<file path="src/rtl/sel_ctrl.sv">
// Pushbutton-driven select controller: synchronizes and debounces five buttons,
// turns debounced rising edges into up/down/clear/load/lock actions on a 2-bit mux select.
module sel_ctrl #(
  parameter int DEBOUNCE_CYCLES = 500000
) (
  input  logic       clk,
  input  logic       rst,
  input  logic [0:4] btn,
  input  logic [0:1] sw,
  output logic [0:1] sel,
  output logic       sel_chg,
  output logic [0:4] btn_db,
  output logic       locked
);

  localparam int CW = 20;
  localparam logic [CW-1:0] CNT_LAST = CW'(DEBOUNCE_CYCLES - 1);

  logic [0:4]    r_sync1;
  logic [0:4]    r_sync2;
  logic [CW-1:0] r_cnt [0:4];
  logic [0:4]    r_db;
  logic [0:4]    r_db_q;
  logic [0:1]    r_sel;
  logic          r_chg;
  logic          r_locked;

  logic [0:4]    w_req;
  logic [0:1]    w_sel_nxt;

  // One-cycle request per debounced rising edge; executes on the following edge.
  assign w_req = r_db & ~r_db_q;

  // At most one sel action per cycle, clear > load > up > down; locked uses its
  // pre-toggle value so a lock pressed together with an action does not block it.
  always_comb begin
    w_sel_nxt = r_sel;
    if (!r_locked) begin
      if (w_req[2])      w_sel_nxt = 2'd0;
      else if (w_req[3]) w_sel_nxt = sw;
      else if (w_req[0]) w_sel_nxt = r_sel + 2'd1;
      else if (w_req[1]) w_sel_nxt = r_sel - 2'd1;
    end
  end

  always_ff @(posedge clk) begin
    if (rst) begin
      r_sync1  <= '0;
      r_sync2  <= '0;
      r_db     <= '0;
      r_db_q   <= '0;
      r_sel    <= '0;
      r_chg    <= 1'b0;
      r_locked <= 1'b0;
      for (int i = 0; i < 5; i++) r_cnt[i] <= '0;
    end else begin
      r_sync1  <= btn;
      r_sync2  <= r_sync1;
      r_db_q   <= r_db;
      r_sel    <= w_sel_nxt;
      r_chg    <= (w_sel_nxt != r_sel);
      if (w_req[4]) r_locked <= ~r_locked;
      // Accept a new level only after it has differed for DEBOUNCE_CYCLES edges in a row.
      for (int i = 0; i < 5; i++) begin
        if (r_sync2[i] == r_db[i]) begin
          r_cnt[i] <= '0;
        end else if (r_cnt[i] == CNT_LAST) begin
          r_db[i]  <= r_sync2[i];
          r_cnt[i] <= '0;
        end else begin
          r_cnt[i] <= r_cnt[i] + 1'b1;
        end
      end
    end
  end

  assign sel     = r_sel;
  assign sel_chg = r_chg;
  assign btn_db  = r_db;
  assign locked  = r_locked;

endmodule

</file>
<file path="config.mk">
export PLATFORM = sky130hd
export DESIGN_NAME = sel_ctrl
export DESIGN_NICKNAME = d
export VERILOG_FILES = /design/src/rtl/sel_ctrl.sv
export SDC_FILE = /design/constraint.sdc
export NUM_CORES = 1
export LEC_CHECK = 0
export BUFFER_PORTS_ARGS = -buffer_cell sky130_fd_sc_hd__buf_2
export CORE_ASPECT_RATIO = 0.9
export CORE_MARGIN = 3
export CORE_UTILIZATION = 25
export CTS_CLUSTER_SIZE = 8
export DETAILED_ROUTE_END_ITERATION = 8
export PLACE_DENSITY = 0.48
export SLEW_MARGIN = 10
export SYNTH_ARGS = -nofsm -noshare
export SYNTH_HDL_FRONTEND = slang
export SYNTH_SLANG_ARGS = --single-unit
</file>
<file path="constraint.sdc">
create_clock -name clk -period 2.9 [get_ports clk]
set_clock_uncertainty 0.2 [all_clocks]
set_input_delay 0.58 -clock clk [delete_from_list [all_inputs] [get_ports clk]]
set_output_delay 0.58 -clock clk [all_outputs]
set_load 0.1 [all_outputs]
</file>
==> results.cfg, run 1 <==
[status]
status = complete, no violations

[logic_synthesis]
synth-edff-count = 100
netlist_instances = 623
ys_warn_count = 0
async_reset_ff_share_pct = 0
ys.flop_type = edfxtp_1
synth_top_area_share_pct = 46.5
yosysUniqueCellTypes = 48
yosysSeqAreaShare_pct = 53.9
netlist_area_um2 = 6460
yosys-top-cells-area = edfxtp_1 46%, dfxtp_1 7.4%, xor2_1 5.7%, nor2_1 4.5%, nand4_1 3.4%
syn_avg_cell_area_um2 = 10.4
synth_area_leader_cell = edfxtp_1
synth-seq-cells = 124

[cells_and_area]
nets = 761
num_antenna_cells = 0
drive_gt1_share_pct = 8.03
fin_area_um2 = 7920
area_growth_pct = 22.6
final_cell_mix = 100 x edfxtp_1, 100 x conb_1, 78 x nor2_1

[route]
wire_per_inst_um = 11.7
num_vias = 4766
vias_per_cell = 4.32
totalWireLength_um = 12900
dr.pass1.iters = 4
drc = 0
detail-route-antenna-nets = 0
drt_iter0_drc = 212

[clock_network]
cts_tree = done
clk_pin_slew_ps = 50
post_cts_resized = 0
htreeDepth = 4
clk_latency_ps = 420
numCtsBuffers = 17
postCtsSetupRepairBufs = 0
clock_sink_count = 124
clock_path_buffers = 2
holdBufCountCts = 0
cts_root_buf = clkbuf_16

[pwr]
powerDensity_nw_per_um2 = 550
cellLeakagePower_nw = 2.71
power_mw = 4.36
ir_worst_vdd_v = 0.000301

[worst_setup_path]
path_class = reg2reg
cp_data_arrival_time_ps = 2380
worstPathRequired_ps = 2870
cp-start-kind = flip-flop
crit_path_end_kind = flip-flop
cp_max_fo = 10

[timing]
timing.fmax_mhz = 414
fin_ws_ps = 484
slew_violations = 0
post-route-period-util_pct = 83.3
fin_crit_ps = 2420
holdWs_ps = 194
timing_hold_violations_final = 0
finalSetupTns_ps = 0
rsz0062_at_grt = no
worst_slew_pin_slew_ps = 537
setup_viol = 0
max-slew-margin-rel_pct = 64.5

[placement]
dp_slack_ps = 485
placed_area_um2 = 7330
port_buffers = 17
dp_hpwl_um = 9070
gp_congestion = 0.748

[floorplanning]
start_util_pct = 25.6
die_w_um = 175
ios = 18
die_h_um = 159
dieArea_um2 = 27800
core-area_um2 = 25300
rows = 55

[global_route]
grt_pass1_vias = 4490
overflow = 0
antenna_found_initial = 0
grt_util_all_layers_pct = 9.99
grt_first_pass_wirelength_um = 22300
grt_max_degree = 23

[worst_hold_path]
worst_hold_path_type = in2reg

[job]
drv_cap = 0
## critical path, cell delays in order, from the launching register on
cell,delay (ps)
edfxtp_1,430
or4b_1,570
or4_4,570
o21ai_4,140
buf_4,200
nor2_1,60
## report_power, final
| part | switching [mW] | internal (mW) | total (mW) |
|---|---|---|---|
| Combinational | 0.0838 | 0.0562 | 0.140 |
| Clock | 0.787 | 1.37 | 2.15 |
| Sequential | 0.0733 | 1.99 | 2.06 |
| Total | 0.944 | 3.41 | 4.36 |
## path summary, 6_finish.rpt
kind,start,to,slack [ps],cells past startpoint
worst min-delay path,btn[4],r_sync1[4],190,2
worst max-delay path,r_cnt[2][11],r_cnt[2][14],480,5
worst max register to register,r_cnt[2][11],r_cnt[2][14],480,5
worst min register to register,r_sync1[1],r_sync2[1],230,1
## synthesized netlist by cell type (2+ instances only)
library cell / count
nor4_1: 7
buf_2: 3
nand3_1: 35
or3_1: 23
edfxtp_1: 100
nand3b_1: 3
inv_1: 18
and3_1: 14
nand4_1: 35
clkbuf_1: 16
a21boi_0: 2
nand2_1: 27
or4b_1: 2
xnor2_1: 23
and4_1: 12
o21ai_1: 2
xor2_1: 42
nand2b_1: 5
o21ba_2: 2
o21a_1: 2
nor2b_1: 18
nor3b_1: 2
a21oi_1: 35
o31ai_1: 12
ha_1: 5
o21ai_0: 28
dfxtp_1: 24
nor2_1: 78
nor4b_1: 2
nor3_1: 7
or4_1: 19
and2_1: 4
## kinds of logic after synthesis
logic type,synth area share [%]
compound gates,8.19
fa+ha+maj,0.968
other cells,0.0580
xor+xnor,8.81
simple gates,25.7
flops,53.9
buf+inv,2.38
## cell type report
| type | instances | area, um^2 |
|---|---|---|
| clock buffer | 20 | 447 |
| clock inverter | 12 | 146 |
| fill | 2672 | 17300 |
| inverter | 18 | 67.6 |
| multi-input combinational | 560 | 3200 |
| sequential | 124 | 3480 |
| tap | 342 | 428 |
| timing repair buffer | 26 | 153 |
## flip-flops by register name (all words and copies together), names as in the netlist
register / flops
btn_db: 5
r_sync2: 5
sel_chg: 1
r_cnt: 100
r_sync1: 5
sel: 2
locked: 1
r_db_q: 5
## stage by stage
| stage | utilization, % | instances |
|---|---|---|
| after CTS | 31.4 | 1102 |
| after global placement | 29.0 | 1070 |
| after global routing | 31.4 | 1102 |
| after detailed placement | 29.0 | 1070 |
| after floorplan | - | 722 |
| final | 31.4 | 1102 |
## metal layers
layer | vias up | global-route usage, % | part of all wire (%)
li1 | 2493 | - | -
met1 | 2207 | 13.8 | 52
met2 | 53 | 14.7 | 43
met3 | 13 | 3.17 | 4.0
met4 | 0 | 3.69 | 1.3
met5 | - | 0 | 0
Note: power is estimated with default switching activity, not from simulation.
==> run 2, diff against run 1 <==
==> constraint.sdc (replaced) <==
create_clock -name clk -period 2.3 [get_ports clk]
set_clock_uncertainty 0.2 [all_clocks]
set_input_delay 0.46 -clock clk [delete_from_list [all_inputs] [get_ports clk]]
set_output_delay 0.46 -clock clk [all_outputs]
set_load 0.1 [all_outputs]
==> run 2 against run 1 <==
Against the previous run: the run now ends with setup timing left; die area is the same; non-clock buffer count is 51 higher; setup slack worse by 530 ps; sequential cell count unchanged; clock-buffer cell count increased by 4; fmax increased by 3.1%; highest routed layer unchanged; register-to-register slack worse by 530 ps; final area up 5.0%; largest cell class unchanged.
==> results.cfg, run 2 (same netlist as run 1, synthesis figures left out) <==
[route]
totalWireLength_um = 13300
wire_per_inst_um = 11.5
num_vias = 4912
dr.pass1.iters = 4
drc = 0
vias_per_cell = 4.26
drt_iter0_drc = 261
detail-route-antenna-nets = 0

[worst_setup_path]
crit_path_end_kind = flip-flop
cp-start-kind = flip-flop
worstPathRequired_ps = 2260
reg2regPathDepth = 5
cp_max_fo = 10
crit_buf_inv = 1
critical-path-max-stage-delay_ps = 570
path_depth = 5
cp_data_arrival_time_ps = 2300
path_class = reg2reg
worstPathCellList = or4b_4, or4_4, o21ai_4, buf_6, nor2_1
crit_family = simple AND/OR/NAND/NOR gates
cpMaxStageDelayCell = or4_4

[floorplanning]
die_h_um = 159
dieArea_um2 = 27800
start_util_pct = 25.6
rows = 55
core-area_um2 = 25300
ios = 18
die_w_um = 175

[timing]
timing_hold_violations_final = 0
fin_crit_ps = 2340
worst_slew_pin_slew_ps = 531
setup_viol = 19
rsz0062_at_grt = yes
slew_violations = 0
timing.fmax_mhz = 427
max-slew-margin-rel_pct = 64.9
fin_ws_ps = -41.8
post-route-period-util_pct = 102
finalSetupTns_ps = -660

[global_route]
overflow = 0
grt_first_pass_wirelength_um = 22400
grt_util_all_layers_pct = 10.0
grt_pass1_vias = 4636
antenna_found_initial = 0
grt_max_degree = 24

[clock_network]
clk_pin_slew_ps = 50
clock_sink_count = 124
clk_latency_ps = 410
cts_tree = done
clock_path_buffers = 2
numCtsBuffers = 17
holdBufCountCts = 0
postCtsSetupRepairBufs = 0
htreeDepth = 4
cts_root_buf = clkbuf_16

[cells_and_area]
drive_gt1_share_pct = 14.1
post-route-util_pct = 32.9
final_cell_mix = 100 x edfxtp_1, 100 x conb_1, 78 x nor2_1
final_cells = 1153
top_register = r_cnt
largest_reg_flops = 100
num_antenna_cells = 0
area_growth_pct = 28.7
nets = 812

[worst_hold_path]
worst_hold_path_type = in2reg
whs_path_depth = 2

[pwr]
ir_worst_vdd_v = 0.000367
powerDensity_nw_per_um2 = 636
cellLeakagePower_nw = 2.97
power_mw = 5.29

[status]
status = complete, but fails checks
violations = setup timing

[placement]
gp_congestion = 0.764
dp_hpwl_um = 9680
port_buffers = 17
dp.cells = 1120

[job]
drv_cap = 0
[run 2: cell count changes in the layout (fill, tap and decap cells not counted), moves of 2 or more]
cell	delta
buf_4	+45
buf_6	+5
bufinv_16	-3
clkbuf_1	+2
clkbuf_16	+2
clkinv_1	+2
clkinvlp_4	-3
o21ai_1	-2
[run 2: final timing paths]
path | startpoint | end | slack [ps]
setup / recovery | r_cnt[2][11] | r_cnt[2][6] | -40
hold / removal | btn[1] | r_sync1[1] | 60
setup reg to reg | r_cnt[2][11] | r_cnt[2][6] | -40
hold reg to reg | r_sync1[1] | r_sync2[1] | 230
[run 2: repair_timing]
| action | 4_1_cts | 5_1_grt |
|---|---|---|
| cloned | 0 | 1 |
| resized for setup | 3 | 11 |
| endpoints found under the setup margin | 19 | 52 |
| pin swaps | 0 | 1 |
[run 2: worst reg2reg max path, cell delays in order, from the launching register on]
cell and delay (ps):
edfxtp_1 380, or4b_4 550, or4_4 570, o21ai_4 190
buf_6 160, nor2_1 50
[run 2: metrics by stage]
stage	hold slack (ps)	setup slack (ps)	cell area, um^2
floorplan	214	-124	6840
global placement	218	-49.9	7710
detailed placement	225	-72.4	7710
CTS	37.4	-50.4	8270
global route	58.5	-93.9	8320
finish	55.7	-41.8	8320
[run 2: power breakdown]
group	leakage [nW]	total (mW)	switching, mW	internal, mW
logic	1.47	0.250	0.139	0.112
registers	1.23	2.58	0.0693	2.51
clock network	0.273	2.46	0.944	1.51
[run 2: layout make-up]
class                      count  area (um^2)
multi-input combinational    560         3230
inverter                      18         67.6
timing repair buffer          77          567
clock buffer                  24          504
tap                          342          428
clock inverter                 8         37.5
sequential                   124         3480
fill                        2639        16900
[run 2: metal layers]
metal  track usage [%]  wire (um)
met1              13.2       6810
met2              15.9       5890
met3              3.00        410
met4              3.28        172
met5                 0          0
==> run 3, diff against run 2 <==
--- a/config.mk
+++ b/config.mk
@@ -7,7 +7,7 @@
 export LEC_CHECK = 0
 export BUFFER_PORTS_ARGS = -buffer_cell sky130_fd_sc_hd__buf_2
 export CORE_ASPECT_RATIO = 0.9
-export CORE_MARGIN = 3
+export CORE_MARGIN = 2
 export CORE_UTILIZATION = 25
 export CTS_CLUSTER_SIZE = 8
 export DETAILED_ROUTE_END_ITERATION = 8
==> constraint.sdc (replaced) <==
create_clock -name clk -period 2.5 [get_ports clk]
set_clock_uncertainty 0.2 [all_clocks]
set_input_delay 0.5 -clock clk [delete_from_list [all_inputs] [get_ports clk]]
set_output_delay 0.5 -clock clk [all_outputs]
set_load 0.1 [all_outputs]
==> run 3 against run 2 <==
Against the previous run: the run now ends clean; via count is 2.4% lower; clock power rose by 3%; non-clock buffer count shrank 38; utilization is 1.1 points lower; largest power group is now clock.
==> results.cfg, run 3 (same netlist as run 1, synthesis figures left out) <==
[timing]
post-route-period-util_pct = 94.8
setup_viol = 0
fin_ws_ps = 129
finalSetupTns_ps = 0
rsz0062_at_grt = no
timing.fmax_mhz = 422
timing_hold_violations_final = 0
fin_crit_ps = 2370
slew_violations = 0
holdWs_ps = 96.1
worst_slew_pin_slew_ps = 529
max-slew-margin-rel_pct = 65.0

[placement]
gp_congestion = 0.721
dp_slack_ps = 132
placed_area_um2 = 7440
dp_hpwl_um = 9250
dp.cells = 1083
port_buffers = 17

[floorplanning]
die_w_um = 173
dieArea_um2 = 27100
start_util_pct = 25.6
rows = 55
ios = 18
core-area_um2 = 25300
die_h_um = 157

[cells_and_area]
final_cell_mix = 100 x edfxtp_1, 100 x conb_1, 78 x nor2_1
fin_area_um2 = 8040
top_register = r_cnt
nets = 774
drive_gt1_share_pct = 9.57
largest_reg_flops = 100
num_antenna_cells = 0
final_cells = 1115
area_growth_pct = 24.4

[worst_hold_path]
hold_start = btn[1]
min_to = r_sync1[1]
worst_hold_path_type = in2reg
whs_path_depth = 2

[global_route]
grt_pass1_vias = 4637
antenna_found_initial = 0
overflow = 0
grt_first_pass_wirelength_um = 22600
grt_util_all_layers_pct = 10.3
grt_max_degree = 23

[route]
num_vias = 4793
detail-route-antenna-nets = 0
drc = 0
wire_per_inst_um = 11.7
totalWireLength_um = 13100
drt_iter0_drc = 229
vias_per_cell = 4.30
dr.pass1.iters = 4

[clock_network]
cts_root_buf = clkbuf_16
numCtsBuffers = 17
clk_latency_ps = 420
post_cts_resized = 0
clk_pin_slew_ps = 60
postCtsSetupRepairBufs = 0
clock_path_buffers = 2
cts_tree = done
clock_sink_count = 124
holdBufCountCts = 0
htreeDepth = 4

[worst_setup_path]
worstPathCellList = or4b_1, or4_4, o21ai_4, buf_12, a21oi_1
r2r_slack_ps = 130
rr_endpoint = r_cnt[2][19]
critPathLaunch = r_cnt[2][11]
cpMaxStageDelayCell = or4_4
cp-start-kind = flip-flop
critical-path-max-stage-delay_ps = 580
rr_startpoint = r_cnt[2][11]
crit_family = simple AND/OR/NAND/NOR gates
cp_max_fo = 14
cp_data_arrival_time_ps = 2320
reg2regPathDepth = 5
path_class = reg2reg
worstPathRequired_ps = 2450
crit_buf_inv = 1
crit_path_end_kind = flip-flop

[pwr]
powerDensity_nw_per_um2 = 635
ir_worst_vdd_v = 0.000422
cellLeakagePower_nw = 2.78

[status]
status = complete, no violations

[job]
drv_cap = 0
## run 3: changes by cell type in the layout (fill, tap and decap cells not counted), sizes merged
| cell | change |
|---|---|
| clkbuf | -3 |
| clkinvlp | +3 |
| inv | +1 |
| clkinv | -4 |
| buf | -38 |
| bufinv | +3 |
## run 3: per-layer routing
layer	up-vias	global-route usage [%]	wire, um
met4	0	3.67	161
li1	2500	-	-
met5	-	0	0
met1	2236	13.9	6830
met3	11	2.72	365
met2	46	16.0	5730
## run 3: layout make-up
| cell class | instances | area [um^2] |
|---|---|---|
| Fill cell | 2642 | 17200 |
| Sequential cell | 124 | 3480 |
| Multi-Input combinational cell | 560 | 3200 |
| Clock buffer | 21 | 460 |
| Tap cell | 342 | 428 |
| Timing Repair Buffer | 39 | 263 |
| Clock inverter | 11 | 141 |
| Inverter | 18 | 67.6 |
## run 3: through the flow
step / utilization [%] / total power [mW]
2_1_floorplan: - / 2.54
3_3_place_gp: 29.4 / 2.61
3_5_place_dp: 29.4 / 2.61
4_1_cts: 31.8 / 5.18
5_1_grt: 31.8 / 5.32
6_report: 31.8 / 5.10
## run 3: worst max path at each step
stage	to	slack, ps	cells past startpoint
2_1_floorplan	r_cnt[2][15]	20	7
3_3_place_gp	r_cnt[2][18]	160	5
3_5_place_dp	r_cnt[2][18]	130	5
4_1_cts	r_cnt[2][18]	120	5
5_1_grt	r_cnt[0][3]	40	6
6_report	r_cnt[2][19]	130	5
## run 3: power breakdown
part / switching [mW] / internal [mW] / total, mW
combinational: 0.109 / 0.0756 / 0.184
clock: 0.915 / 1.62 / 2.53
sequential: 0.0789 / 2.31 / 2.39
